### src/rtl/mem_seq_pkg.sv
// Shared types and helpers for the sequential-access memory controller.
// Optional parity storage is enabled with the MEM_SEQ_PARITY_EN macro.
package mem_seq_pkg;

    typedef enum logic [1:0] {
        CMD_IDLE  = 2'b00,
        CMD_READ  = 2'b01,
        CMD_WRITE = 2'b10,
        CMD_CLEAR = 2'b11
    } cmd_e;

    localparam int unsigned MAX_DW = 64;

    function automatic cmd_e decode_cmd(input logic we, input logic re);
        return cmd_e'({we, re});
    endfunction

    // Explicit compare so non-power-of-two depths never step past the end.
    function automatic int unsigned next_ptr(input int unsigned ptr,
                                             input int unsigned depth);
        return (ptr >= depth - 32'd1) ? 32'd0 : ptr + 32'd1;
    endfunction

    function automatic logic even_par(input logic [MAX_DW-1:0] data);
        return ^data;
    endfunction

endpackage

### src/rtl/mem_seq_if.sv
// Command/data bundle between a stream producer/consumer and mem_seq_ctrl.
// Same signal set whether or not MEM_SEQ_PARITY_EN is defined.
interface mem_seq_if #(
    parameter int DW    = 8,
    parameter int DEPTH = 4
);
    localparam int AW = $clog2(DEPTH);

    logic          WE;
    logic          RE;
    logic [DW-1:0] DataIn;
    logic [AW-1:0] Addr;
    logic [DW-1:0] DataOut;
    logic          DataValid;
    logic          Wrap;
    logic          Full;
    logic          ParErr;

    modport master (
        output WE, RE, DataIn,
        input  Addr, DataOut, DataValid, Wrap, Full, ParErr
    );

    modport slave (
        input  WE, RE, DataIn,
        output Addr, DataOut, DataValid, Wrap, Full, ParErr
    );

endinterface

### src/rtl/mem_seq_ram.sv
// DEPTH-word storage with sync write and registered read; array is not reset.
// With MEM_SEQ_PARITY_EN each word carries an extra even-parity bit.
module mem_seq_ram
    import mem_seq_pkg::*;
#(
    parameter int DW    = 8,
    parameter int DEPTH = 4
) (
    input  logic                     clk_i,
    input  logic                     rst_i,
    input  logic                     we_i,
    input  logic                     re_i,
    input  logic [$clog2(DEPTH)-1:0] addr_i,
    input  logic [DW-1:0]            wdata_i,
    output logic [DW-1:0]            rdata_o,
    output logic                     perr_o
);
`ifdef MEM_SEQ_PARITY_EN
    localparam int WW = DW + 1;
`else
    localparam int WW = DW;
`endif

    logic [WW-1:0] mem_q [DEPTH];
    logic [WW-1:0] wword;
    logic [DW-1:0] rdata_q;
    logic          perr_q;

`ifdef MEM_SEQ_PARITY_EN
    assign wword = {even_par(MAX_DW'(wdata_i)), wdata_i};
`else
    assign wword = wdata_i;
`endif

    // Storage array: written on accepted WRITE commands only.
    always_ff @(posedge clk_i) begin
        if (we_i) begin
            mem_q[addr_i] <= wword;
        end
    end

    // Read register holds its value between reads; error flag is a pulse.
    always_ff @(posedge clk_i) begin
        if (rst_i) begin
            rdata_q <= '0;
            perr_q  <= 1'b0;
        end else begin
            perr_q <= 1'b0;
            if (re_i) begin
                rdata_q <= mem_q[addr_i][DW-1:0];
`ifdef MEM_SEQ_PARITY_EN
                perr_q  <= ^mem_q[addr_i];
`endif
            end
        end
    end

    assign rdata_o = rdata_q;
    assign perr_o  = perr_q;

endmodule

### src/rtl/mem_seq_ctrl.sv
// Sequential-access memory controller: shared auto-incrementing pointer,
// wrap pulse, write-fill tracking, clear. Parity via MEM_SEQ_PARITY_EN.
module mem_seq_ctrl
    import mem_seq_pkg::*;
#(
    parameter int DW    = 8,
    parameter int DEPTH = 4
) (
    input  logic      clock,
    input  logic      Reset,
    mem_seq_if.slave  bus
);
    localparam int AW = $clog2(DEPTH);
    localparam int CW = $clog2(DEPTH + 1);

    localparam logic [AW-1:0] LAST = AW'(DEPTH - 1);
    localparam logic [CW-1:0] CMAX = CW'(DEPTH);

    cmd_e          cmd;
    logic [AW-1:0] ptr_q, ptr_d;
    logic [CW-1:0] cnt_q, cnt_d;
    logic          full_q, full_d;
    logic          wrap_q, wrap_d;
    logic          dv_q, dv_d;
    logic          ram_we, ram_re;
    logic [AW-1:0] ptr_inc;
    logic [DW-1:0] ram_rdata;
    logic          ram_perr;

    assign cmd     = decode_cmd(bus.WE, bus.RE);
    assign ptr_inc = AW'(next_ptr(32'(ptr_q), $unsigned(DEPTH)));

    // Command decode: next pointer, fill count, pulses and RAM strobes.
    always_comb begin
        ptr_d  = ptr_q;
        cnt_d  = cnt_q;
        full_d = full_q;
        wrap_d = 1'b0;
        dv_d   = 1'b0;
        ram_we = 1'b0;
        ram_re = 1'b0;
        unique case (1'b1)
            (cmd == CMD_WRITE): begin
                ram_we = 1'b1;
                ptr_d  = ptr_inc;
                wrap_d = (ptr_q == LAST);
                cnt_d  = (cnt_q == CMAX) ? cnt_q : cnt_q + 1'b1;
                full_d = (cnt_d == CMAX);
            end
            (cmd == CMD_READ): begin
                ram_re = 1'b1;
                dv_d   = 1'b1;
                ptr_d  = ptr_inc;
                wrap_d = (ptr_q == LAST);
            end
            (cmd == CMD_CLEAR): begin
                ptr_d  = '0;
                cnt_d  = '0;
                full_d = 1'b0;
            end
            default: begin
            end
        endcase
        if (Reset) begin
            ram_we = 1'b0;
            ram_re = 1'b0;
        end
    end

    // Pointer, fill counter and flag registers; reset overrides any command.
    always_ff @(posedge clock) begin
        if (Reset) begin
            ptr_q  <= '0;
            cnt_q  <= '0;
            full_q <= 1'b0;
            wrap_q <= 1'b0;
            dv_q   <= 1'b0;
        end else begin
            ptr_q  <= ptr_d;
            cnt_q  <= cnt_d;
            full_q <= full_d;
            wrap_q <= wrap_d;
            dv_q   <= dv_d;
        end
    end

    mem_seq_ram #(
        .DW    (DW),
        .DEPTH (DEPTH)
    ) u_ram (
        .clk_i   (clock),
        .rst_i   (Reset),
        .we_i    (ram_we),
        .re_i    (ram_re),
        .addr_i  (ptr_q),
        .wdata_i (bus.DataIn),
        .rdata_o (ram_rdata),
        .perr_o  (ram_perr)
    );

    assign bus.Addr      = ptr_q;
    assign bus.DataOut   = ram_rdata;
    assign bus.DataValid = dv_q;
    assign bus.Wrap      = wrap_q;
    assign bus.Full      = full_q;
`ifdef MEM_SEQ_PARITY_EN
    assign bus.ParErr    = ram_perr;
`else
    assign bus.ParErr    = 1'b0;
`endif

endmodule

### src/flat_wrapper.sv
// flat-port wrapper written by rule: the top's interface ports become plain ports
module mem_seq_ctrl_flat import mem_seq_pkg::*;
#(
    parameter int DW    = 8,
    parameter int DEPTH = 4
)
  (clock, Reset, bus_WE, bus_RE, bus_DataIn, bus_Addr, bus_DataOut, bus_DataValid, bus_Wrap, bus_Full, bus_ParErr);
  mem_seq_if #(.DW(DW), .DEPTH(DEPTH)) bus_i ();
  input  logic clock;
  input  logic Reset;
  input wire logic [$bits(bus_i.WE)-1:0] bus_WE;
  input wire logic [$bits(bus_i.RE)-1:0] bus_RE;
  input wire logic [$bits(bus_i.DataIn)-1:0] bus_DataIn;
  output wire logic [$bits(bus_i.Addr)-1:0] bus_Addr;
  output wire logic [$bits(bus_i.DataOut)-1:0] bus_DataOut;
  output wire logic [$bits(bus_i.DataValid)-1:0] bus_DataValid;
  output wire logic [$bits(bus_i.Wrap)-1:0] bus_Wrap;
  output wire logic [$bits(bus_i.Full)-1:0] bus_Full;
  output wire logic [$bits(bus_i.ParErr)-1:0] bus_ParErr;
  assign bus_i.WE = bus_WE;
  assign bus_i.RE = bus_RE;
  assign bus_i.DataIn = bus_DataIn;
  assign bus_Addr = bus_i.Addr;
  assign bus_DataOut = bus_i.DataOut;
  assign bus_DataValid = bus_i.DataValid;
  assign bus_Wrap = bus_i.Wrap;
  assign bus_Full = bus_i.Full;
  assign bus_ParErr = bus_i.ParErr;
  mem_seq_ctrl #(.DW(DW), .DEPTH(DEPTH)) u_core (.clock(clock), .Reset(Reset), .bus(bus_i));
endmodule
### config.mk
export PLATFORM = sky130hd
export DESIGN_NAME = mem_seq_ctrl_flat
export DESIGN_NICKNAME = d
export VERILOG_FILES = /design/src/rtl/mem_seq_pkg.sv /design/src/rtl/mem_seq_if.sv /design/src/rtl/mem_seq_ram.sv /design/src/rtl/mem_seq_ctrl.sv /design/src/flat_wrapper.sv
export SDC_FILE = /design/constraint.sdc
export NUM_CORES = 1
export LEC_CHECK = 0
export CAP_MARGIN = 20
export CELL_PAD_IN_SITES_DETAIL_PLACEMENT = 2
export CELL_PAD_IN_SITES_GLOBAL_PLACEMENT = 2
export CORE_UTILIZATION = 40
export CTS_BUF_LIST = sky130_fd_sc_hd__clkbuf_8
export CTS_CLUSTER_SIZE = 30
export DETAILED_ROUTE_END_ITERATION = 12
export PLACE_DENSITY_LB_ADDON = 0.1
export SLEW_MARGIN = 10
export SYNTH_ARGS = -nofsm -noshare
export SYNTH_HDL_FRONTEND = slang
export SYNTH_HIERARCHICAL = 1
export SYNTH_SLANG_ARGS = --single-unit
### constraint.sdc
create_clock -name clock -period 5.2 [get_ports clock]
set_input_delay 1.04 -clock clock [delete_from_list [all_inputs] [get_ports clock]]
set_output_delay 1.04 -clock clock [all_outputs]
set_load 0.03 [all_outputs]
==> results of run 1 <==
==> stage by stage <==
step | setup slack, ns | instance area [µm²] | instances | hold WS (ns)
floorplan | 2.65 | 1990 | 141 | 0.498
global placement | 1.68 | 2280 | 227 | 0.475
detailed placement | 1.69 | 2280 | 228 | 0.491
CTS | 2.02 | 2400 | 236 | 0.509
global route | 1.92 | 2400 | 236 | 0.533
finish | 2.06 | 2400 | 236 | 0.506
==> report_power, final <==
group          internal, µW  switching, µW
sequential              415           12.4
combinational          36.4           38.6
clock                   145            125
==> how the worst min path moves through the flow <==
stage	cells past startpoint	slack [ns]	endpoint	start
final	2	0.51	u_core/bus.Full	u_core/bus.Full
after global routing	2	0.53	u_core/bus.Full	u_core/bus.Full
after CTS	2	0.51	u_core/bus.Full	u_core/bus.Full
after detailed placement	2	0.49	u_core/bus.Full	u_core/bus.Full
after global placement	2	0.47	u_core/bus.Full	u_core/bus.Full
after floorplan	2	0.50	u_core/cnt_q[2]	u_core/cnt_q[2]
==> registers in the layout, summed over array words and instances (netlist names) <==
signal / flops
u_core/bus.Addr: 2
u_core/bus.DataValid: 1
u_core/bus.Full: 1
u_core/bus.Wrap: 1
u_core/cnt_q: 3
u_core/u_ram/mem_q: 32
u_core/u_ram/rdata_o: 8
==> layout make-up <==
cell class                      instances  area (µm²)
Fill cell                             457        2350
Sequential cell                        48        1280
Multi-Input combinational cell         82         646
Timing Repair Buffer                   26         255
Tap cell                               67        83.8
Clock buffer                            5        68.8
Clock inverter                          3        47.5
Inverter                                5        18.8
==> critical path, delay by kind of cell <==
| family | cells | cell delay (ns) |
|---|---|---|
| simple gates | 2 | 1.09 |
| buf+inv | 2 | 1.02 |
==> per-layer routing <==
metal / part of all wire, % / vias to the layer above
met5: 0 / -
met4: 0.96 / 0
met3: 2.7 / 6
met2: 50 / 23
met1: 46 / 588
li1: - / 572
==> run metrics, run 1 <==
status=finished, final reports clean; clock sinks=48; reg-to-reg startpoint=u_core/bus.Addr[1]; slew margin rel.=44.0%; post-synthesis instance area=0.00199 mm²; CP required=5.22 ns; WL/cell=18.5 µm; min Tclk post-route=3.14 ns; CTS Root Cell=clkbuf_8; port buffer count=24; Post-Synthesis Cells=141; Overall Global Routing Usage=18.8%; R2R setup slack=3.24 ns; most common cell after layout, fill and taps aside=edfxtp_1; Max Clk Rate=319 MHz; Die W=72.5 µm; Warnings, synthesis=6; Worst R2R Path Depth=2; CTS Buf Count=5; GPL Wtd Cong=0.709; clock transition at the registers of the reported paths=0.08 ns; total number of vias=1189; Final Cycle Share=60.3%; CTS max path bufs=2; Worst setup EP type=flop; Final setup viols=0; number of buffers inserted by hold repair at cts=0; num ports=26; # diodes=0; Worst Hold Class=flop to flop; die area=0.00525 mm²; Final Hold Fails=0; initial DRC count=49; Critical Path Start Type=input pin; CTS tree=yes; Die Y=72.5 µm; RSZ-0062 raised after global routing=false; TritonRoute pass-1 iters=4; antenna-violating nets left=0; Setup crit start=Reset; initial antenna violation count=0; largest net degree at the start of global routing=19; core area=0.00475 mm²; Via density=5.04; Final Routed Wirelength=4.37 mm; Mapped Avg Cell Area=14.1 µm²; PD cells=322 mW/mm²; met3 Usage GRT=3.75%; Reg-to-Reg End=u_core/u_ram/mem_q[2][1]; critical path type=input pin to flop; Power Total=773 µW; met1 Resource Use GR=23.7%; H-Tree Depth=2; setup_tns=0 ns; Layout Nets=187; commonest non-fill, non-tap cells in the layout=edfxtp_1, clkdlybuf4s50_1, dfxtp_1, nor2_1, o21bai_1; Critical-path top delay cell=clkdlybuf4s50_1; Post-Syn Nets=160; Residual DRC=0; CTS resizes=0; critical path peak fanout=17; synthesis-to-finish area growth=20.9%; CP peak stage delay=0.74 ns; GRT overflow=0; grt peak-use layer=met2; crit-path cells=clkdlybuf4s50_1 -> nor2b_1 -> nor3b_1 -> buf_4; total leakage power=0.000857 µW; pins over their slew limit=0; skew final=0.00946 ns; clock insertion delay at the later pin of the skew report=0.30 ns; post-layout util=50.5%; Max rail drop VDD=167 µV; worst setup path end=u_core/u_ram/mem_q[0][6]; postcts setup bufs=0; # rows=25; vias in the first global route=1302; first-pass GRT wire length=7.09 mm; Slew @ Worst Pin=0.839 ns; initial core utilization=41.8%; met2 usage=32.9%; post-detail-place hpwl=2.99 mm; layout cell share with drive strength beyond 1=18.9%; CP arrival=3.15 ns; max-capacitance violation count=0
Power figures use the tool's default switching activity.
==> inputs of run 2 (changes only) <==
- CORE_UTILIZATION: 40 -> 39
- clock period: 5.2 -> 2.9 ns (I/O delays scaled with it)
==> run metrics, run 2 (same netlist as run 1, synthesis figures left out) <==
Max rail drop VDD=341 µV; DP Worst Slack=0.487 ns; Critical-path top delay cell=clkdlybuf4s50_1; initial DRC count=92; Die W=73.4 µm; critical path depth=6; post-detail-place hpwl=3.13 mm; CTS Root Cell=clkbuf_8; initial antenna violation count=0; Final Cycle Share=72.4%; GRT overflow=0; most common cell after layout, fill and taps aside=edfxtp_1; Final setup viols=0; clock transition at the registers of the reported paths=0.08 ns; CTS Buf Count=5; status=finished, final reports clean; FF+latch area=0.00128 mm²; vias in the first global route=1396; Cells on Worst Hold Path=2; TritonRoute pass-1 iters=3; Final Routed Wirelength=4.50 mm; setup slack after layout=0.800 ns; skew final=0.00620 ns; met1 Resource Use GR=23.3%; Die Y=73.4 µm; multi-input logic area=646 µm²; CP required=2.90 ns; Critical Path Start Type=input pin; initial core utilization=41.2%; # diodes=0; WL/cell=18.7 µm; max reg flops=32; Via density=5.07; total number of vias=1221; WP buf/inv=3; Layout Nets=192; Worst setup EP type=flop; layout cell share with drive strength beyond 1=21.3%; port buffer count=24; CP peak stage delay=0.46 ns; Overall Global Routing Usage=19.1%; critical path's top delay family=buffers and inverters; antenna-violating nets left=0; Layout fillers=477; core area=0.00482 mm²; largest net degree at the start of global routing=18; Max Clk Rate=476 MHz; crit-path cells=clkdlybuf4s50_1 -> inv_1 -> ha_1 -> nor2b_1 -> nor3b_1 -> buf_4; critical path peak fanout=8; pins over their slew limit=0; min Tclk post-route=2.10 ns; Worst Hold Class=flop to flop; setup_tns=0 ns; grt peak-use layer=met2; postcts setup bufs=0; PD cells=576 mW/mm²; H-Tree Depth=2; clock insertion delay at the later pin of the skew report=0.30 ns; commonest non-fill, non-tap cells in the layout=edfxtp_1, clkdlybuf4s50_1, dfxtp_1, nor2_1, o21bai_1; met2 usage=33.3%; Final Hold Fails=0; GPL Wtd Cong=0.709; number of buffers inserted by hold repair at cts=0; clock sinks=48; # rows=25; total leakage power=0.000885 µW; CTS max path bufs=2; CP arrival=2.10 ns; num ports=26; Largest Register=u_core/u_ram/mem_q; CTS resizes=0; max-capacitance violation count=0; synthesis-to-finish area growth=23.1%; die area=0.00538 mm²; met3 Usage GRT=4.80%; RSZ-0062 raised after global routing=false; Worst R2R Path Depth=6; first-pass GRT wire length=7.27 mm; Residual DRC=0; critical path type=input pin to flop; CTS tree=yes
[run 2: cell count changes in the layout (fill, tap and decap cells not counted), sizes merged]
cell	change
clkbuf	+1
buf	+5
clkinv	-1
[run 2: cell type report]
type / instances / share of cell area, %
flip-flops and latches: 48 / 52.4
multi-input cells: 82 / 26.4
repair buffers: 31 / 12.0
well taps: 67 / 3.43
clock buffers: 6 / 3.38
clock inverters: 2 / 1.59
inverters: 5 / 0.768
[run 2: tightest hold or removal path, cell delays in order, from the launching register on]
cell and delay (ns):
dfxtp_1 0.32, nand2_1 0.07, a21oi_2 0.05
[run 2: path summary, 6_finish.rpt]
path                   startpoint                        to  slack, ns
setup / recovery           bus_RE  u_core/u_ram/mem_q[0][1]       0.80
hold / removal    u_core/bus.Full           u_core/bus.Full       0.48
setup reg to reg  u_core/cnt_q[0]           u_core/bus.Full       1.46
hold reg to reg   u_core/bus.Full           u_core/bus.Full       0.48
[run 2: per-layer routing]
metal / routed length (µm) / vias up
li1: - / 582
met1: 1980 / 612
met2: 2340 / 22
met3: 127 / 5
met4: 53 / 0
met5: 0 / -
[run 2: per-stage QoR]
stage | total power [µW] | hold WS, ns | instances | utilization [%] | instance area (µm²)
after floorplan | 860 | 0.498 | 141 | - | 1990
after detailed placement | 925 | 0.468 | 233 | 48.2 | 2320
after global routing | 1470 | 0.498 | 241 | 50.7 | 2440
after CTS | 1420 | 0.487 | 241 | 50.7 | 2440
after global placement | 916 | 0.457 | 233 | 48.2 | 2320
final | 1410 | 0.482 | 241 | 50.7 | 2440
[run 2: report_power, final]
| group | internal, µW | switching, µW |
|---|---|---|
| Clock | 282 | 218 |
| Sequential | 745 | 7.82 |
| Combinational | 69.6 | 85.5 |
==> RTL change (settings of run 1) <==
`DEPTH` is set to 4 in 4 places; all go to 8.
--- a/src/rtl/mem_seq_if.sv
+++ b/src/rtl/mem_seq_if.sv
@@ -2,7 +2,7 @@
 // Same signal set whether or not MEM_SEQ_PARITY_EN is defined.
 interface mem_seq_if #(
     parameter int DW    = 8,
-    parameter int DEPTH = 4
+    parameter int DEPTH = 8
 );
     localparam int AW = $clog2(DEPTH);
 
--- a/src/rtl/mem_seq_ram.sv
+++ b/src/rtl/mem_seq_ram.sv
@@ -4,7 +4,7 @@
     import mem_seq_pkg::*;
 #(
     parameter int DW    = 8,
-    parameter int DEPTH = 4
+    parameter int DEPTH = 8
 ) (
     input  logic                     clk_i,
     input  logic                     rst_i,
--- a/src/rtl/mem_seq_ctrl.sv
+++ b/src/rtl/mem_seq_ctrl.sv
@@ -4,7 +4,7 @@
     import mem_seq_pkg::*;
 #(
     parameter int DW    = 8,
-    parameter int DEPTH = 4
+    parameter int DEPTH = 8
 ) (
     input  logic      clock,
     input  logic      Reset,
--- a/src/flat_wrapper.sv
+++ b/src/flat_wrapper.sv
@@ -2,7 +2,7 @@
 module mem_seq_ctrl_flat import mem_seq_pkg::*;
 #(
     parameter int DW    = 8,
-    parameter int DEPTH = 4
+    parameter int DEPTH = 8
 )
   (clock, Reset, bus_WE, bus_RE, bus_DataIn, bus_Addr, bus_DataOut, bus_DataValid, bus_Wrap, bus_Full, bus_ParErr);
   mem_seq_if #(.DW(DW), .DEPTH(DEPTH)) bus_i ();
Ports: changed (resized bus_Addr); port bits go from 26 to 27. The function was not compared with the original's and may differ.
==> RTL change against run 1 <==
  * Clock power rose by 54%
  * Sequential cell count rose by 34
  * Wire length rose by 87%
  * Power rose by 61%
  * Setup slack got worse by 0.070 ns
  * Area after synthesis rose by 70%
  * Via count rose by 71%
  * Final area rose by 61%
  * Critical path depth rose by 3
  * Sequential power rose by 68%
  * Critical path type unchanged
==> RTL change: results (changes against run 1) <==
- Outcome: finished, final reports clean
- Setup WS post-layout: 1.99 ns (-0.0698 ns)
- Max_slew headroom: 44.9% (+0.90 points)
- Wirelength, routed: 8.16 mm (+87%)
- Hold/Removal Path Class: register to register
- Cts bufs inserted: 9 (+4)
- Largest net degree at the start of global routing: 43 (+24)
- Clk pwr share: 33.5% (-1.4 points)
- Share of layout cells above drive strength 1: 8.42% (-11 points)
- Leakage: 1.30 nW (+51%)
- Flip-flop count of the largest register after layout: 64 (+100%)
- Worst vdd ir: 168 uV (+0.15%)
- Register-to-Register Path Depth: 3 (+1)
- Critical path origin: bus_RE
- Worst Hold Path EP: u_core/bus.Full
- Largest reg by FF count: u_core/u_ram/mem_q
- Syn nets: 259 (+62%)
- Clock skew: 0.00841 ns (-0.00105 ns)
- Setup bufs post-CTS: 0 (unchanged)
- CP Max Fanout: 8 (-9)
- Min-delay src: u_core/cnt_q[0]
- R2R setup slack: 3.10 ns (-0.14 ns)
- Combinational power share: 8.7% (-1.0 points)
- Clock Pin Slew Worst Setup and Hold Paths: 0.08 ns (about the same)
- DRT Pass-1 Iters: 4 (unchanged)
- Crit path to: u_core/u_ram/mem_q[7][4]
- Clk_lat worst skew: 0.35 ns (+0.05 ns)
- Setup TNS: 0 ns (unchanged)
- Syn. warnings: 6 (unchanged)
- CTS H-tree lvls: 3 (+1)
- CTS root buf: clkbuf_8
- PortBufs: 25 (+4.2%)
- CTS max path bufs: 2 (unchanged)
- Layout fillers: 808 (+77%)
- DP Worst Slack: 1.45 ns (-0.239 ns)
- Vias per inst: 5.37 (+6.5%)
- Crit path max-delay family: simple AND/OR/NAND/NOR gates
- Slowest-stage cell, CP: nor2_1
- Worst path max stage delay: 0.69 ns (-0.05 ns)
- GRT Util Overall: 20.2% (+1.4 points)
- First-pass GRT wire length: 12.6 mm (+77%)
- Int Pwr: 933 uW (+56%)
- Vias in the first global route: 2311 (+77%)
- Hold depth: 2 (unchanged)
- Worst EP arrival: 3.19 ns (+0.04 ns)
- Antenna cell count: 0 (unchanged)
- Initial drt markers: 80 (+63%)
- RD Place Congestion: 0.765 (+7.9%)
- Detailed placement HPWL: 5.63 mm (+88%)
- Nets: 288 (+54%)
- RR Startpoint: u_core/bus.Addr[0]
## RTL change: final cells by class
type / instances / area share [%]
multi-input cells: 140 / 25.3
flip-flops and latches: 82 / 58.9
well taps: 105 / 3.39
repair buffers: 30 / 7.30
clock inverters: 7 / 1.39
inverters: 5 / 0.484
clock buffers: 9 / 3.20
## RTL change: routing by layer
layer	global-route usage (%)	part of all wire, %	vias to the layer above
met5	0	0	-
met4	6.54	2.0	0
met3	4.94	3.4	15
met2	35.3	51	36
met1	24.4	43	1031
li1	-	-	947
## RTL change: worst reg2reg max path, delay by kind of cell, from the launching register on
family        cells  cell delay [ns]
buf+inv           1             0.50
simple gates      2             0.91
flops             1             0.32
## RTL change: stage by stage
stage	std cells	instance area (um^2)	power (mW)	util, %	hold WS, ns
final	378	3870	1.25	47.4	0.571
after global routing	378	3870	1.29	47.4	0.606
after CTS	376	3860	1.26	47.3	0.572
after detailed placement	360	3690	0.845	45.1	0.558
after global placement	360	3690	0.842	45.1	0.552
after floorplan	239	3370	0.803	-	0.503
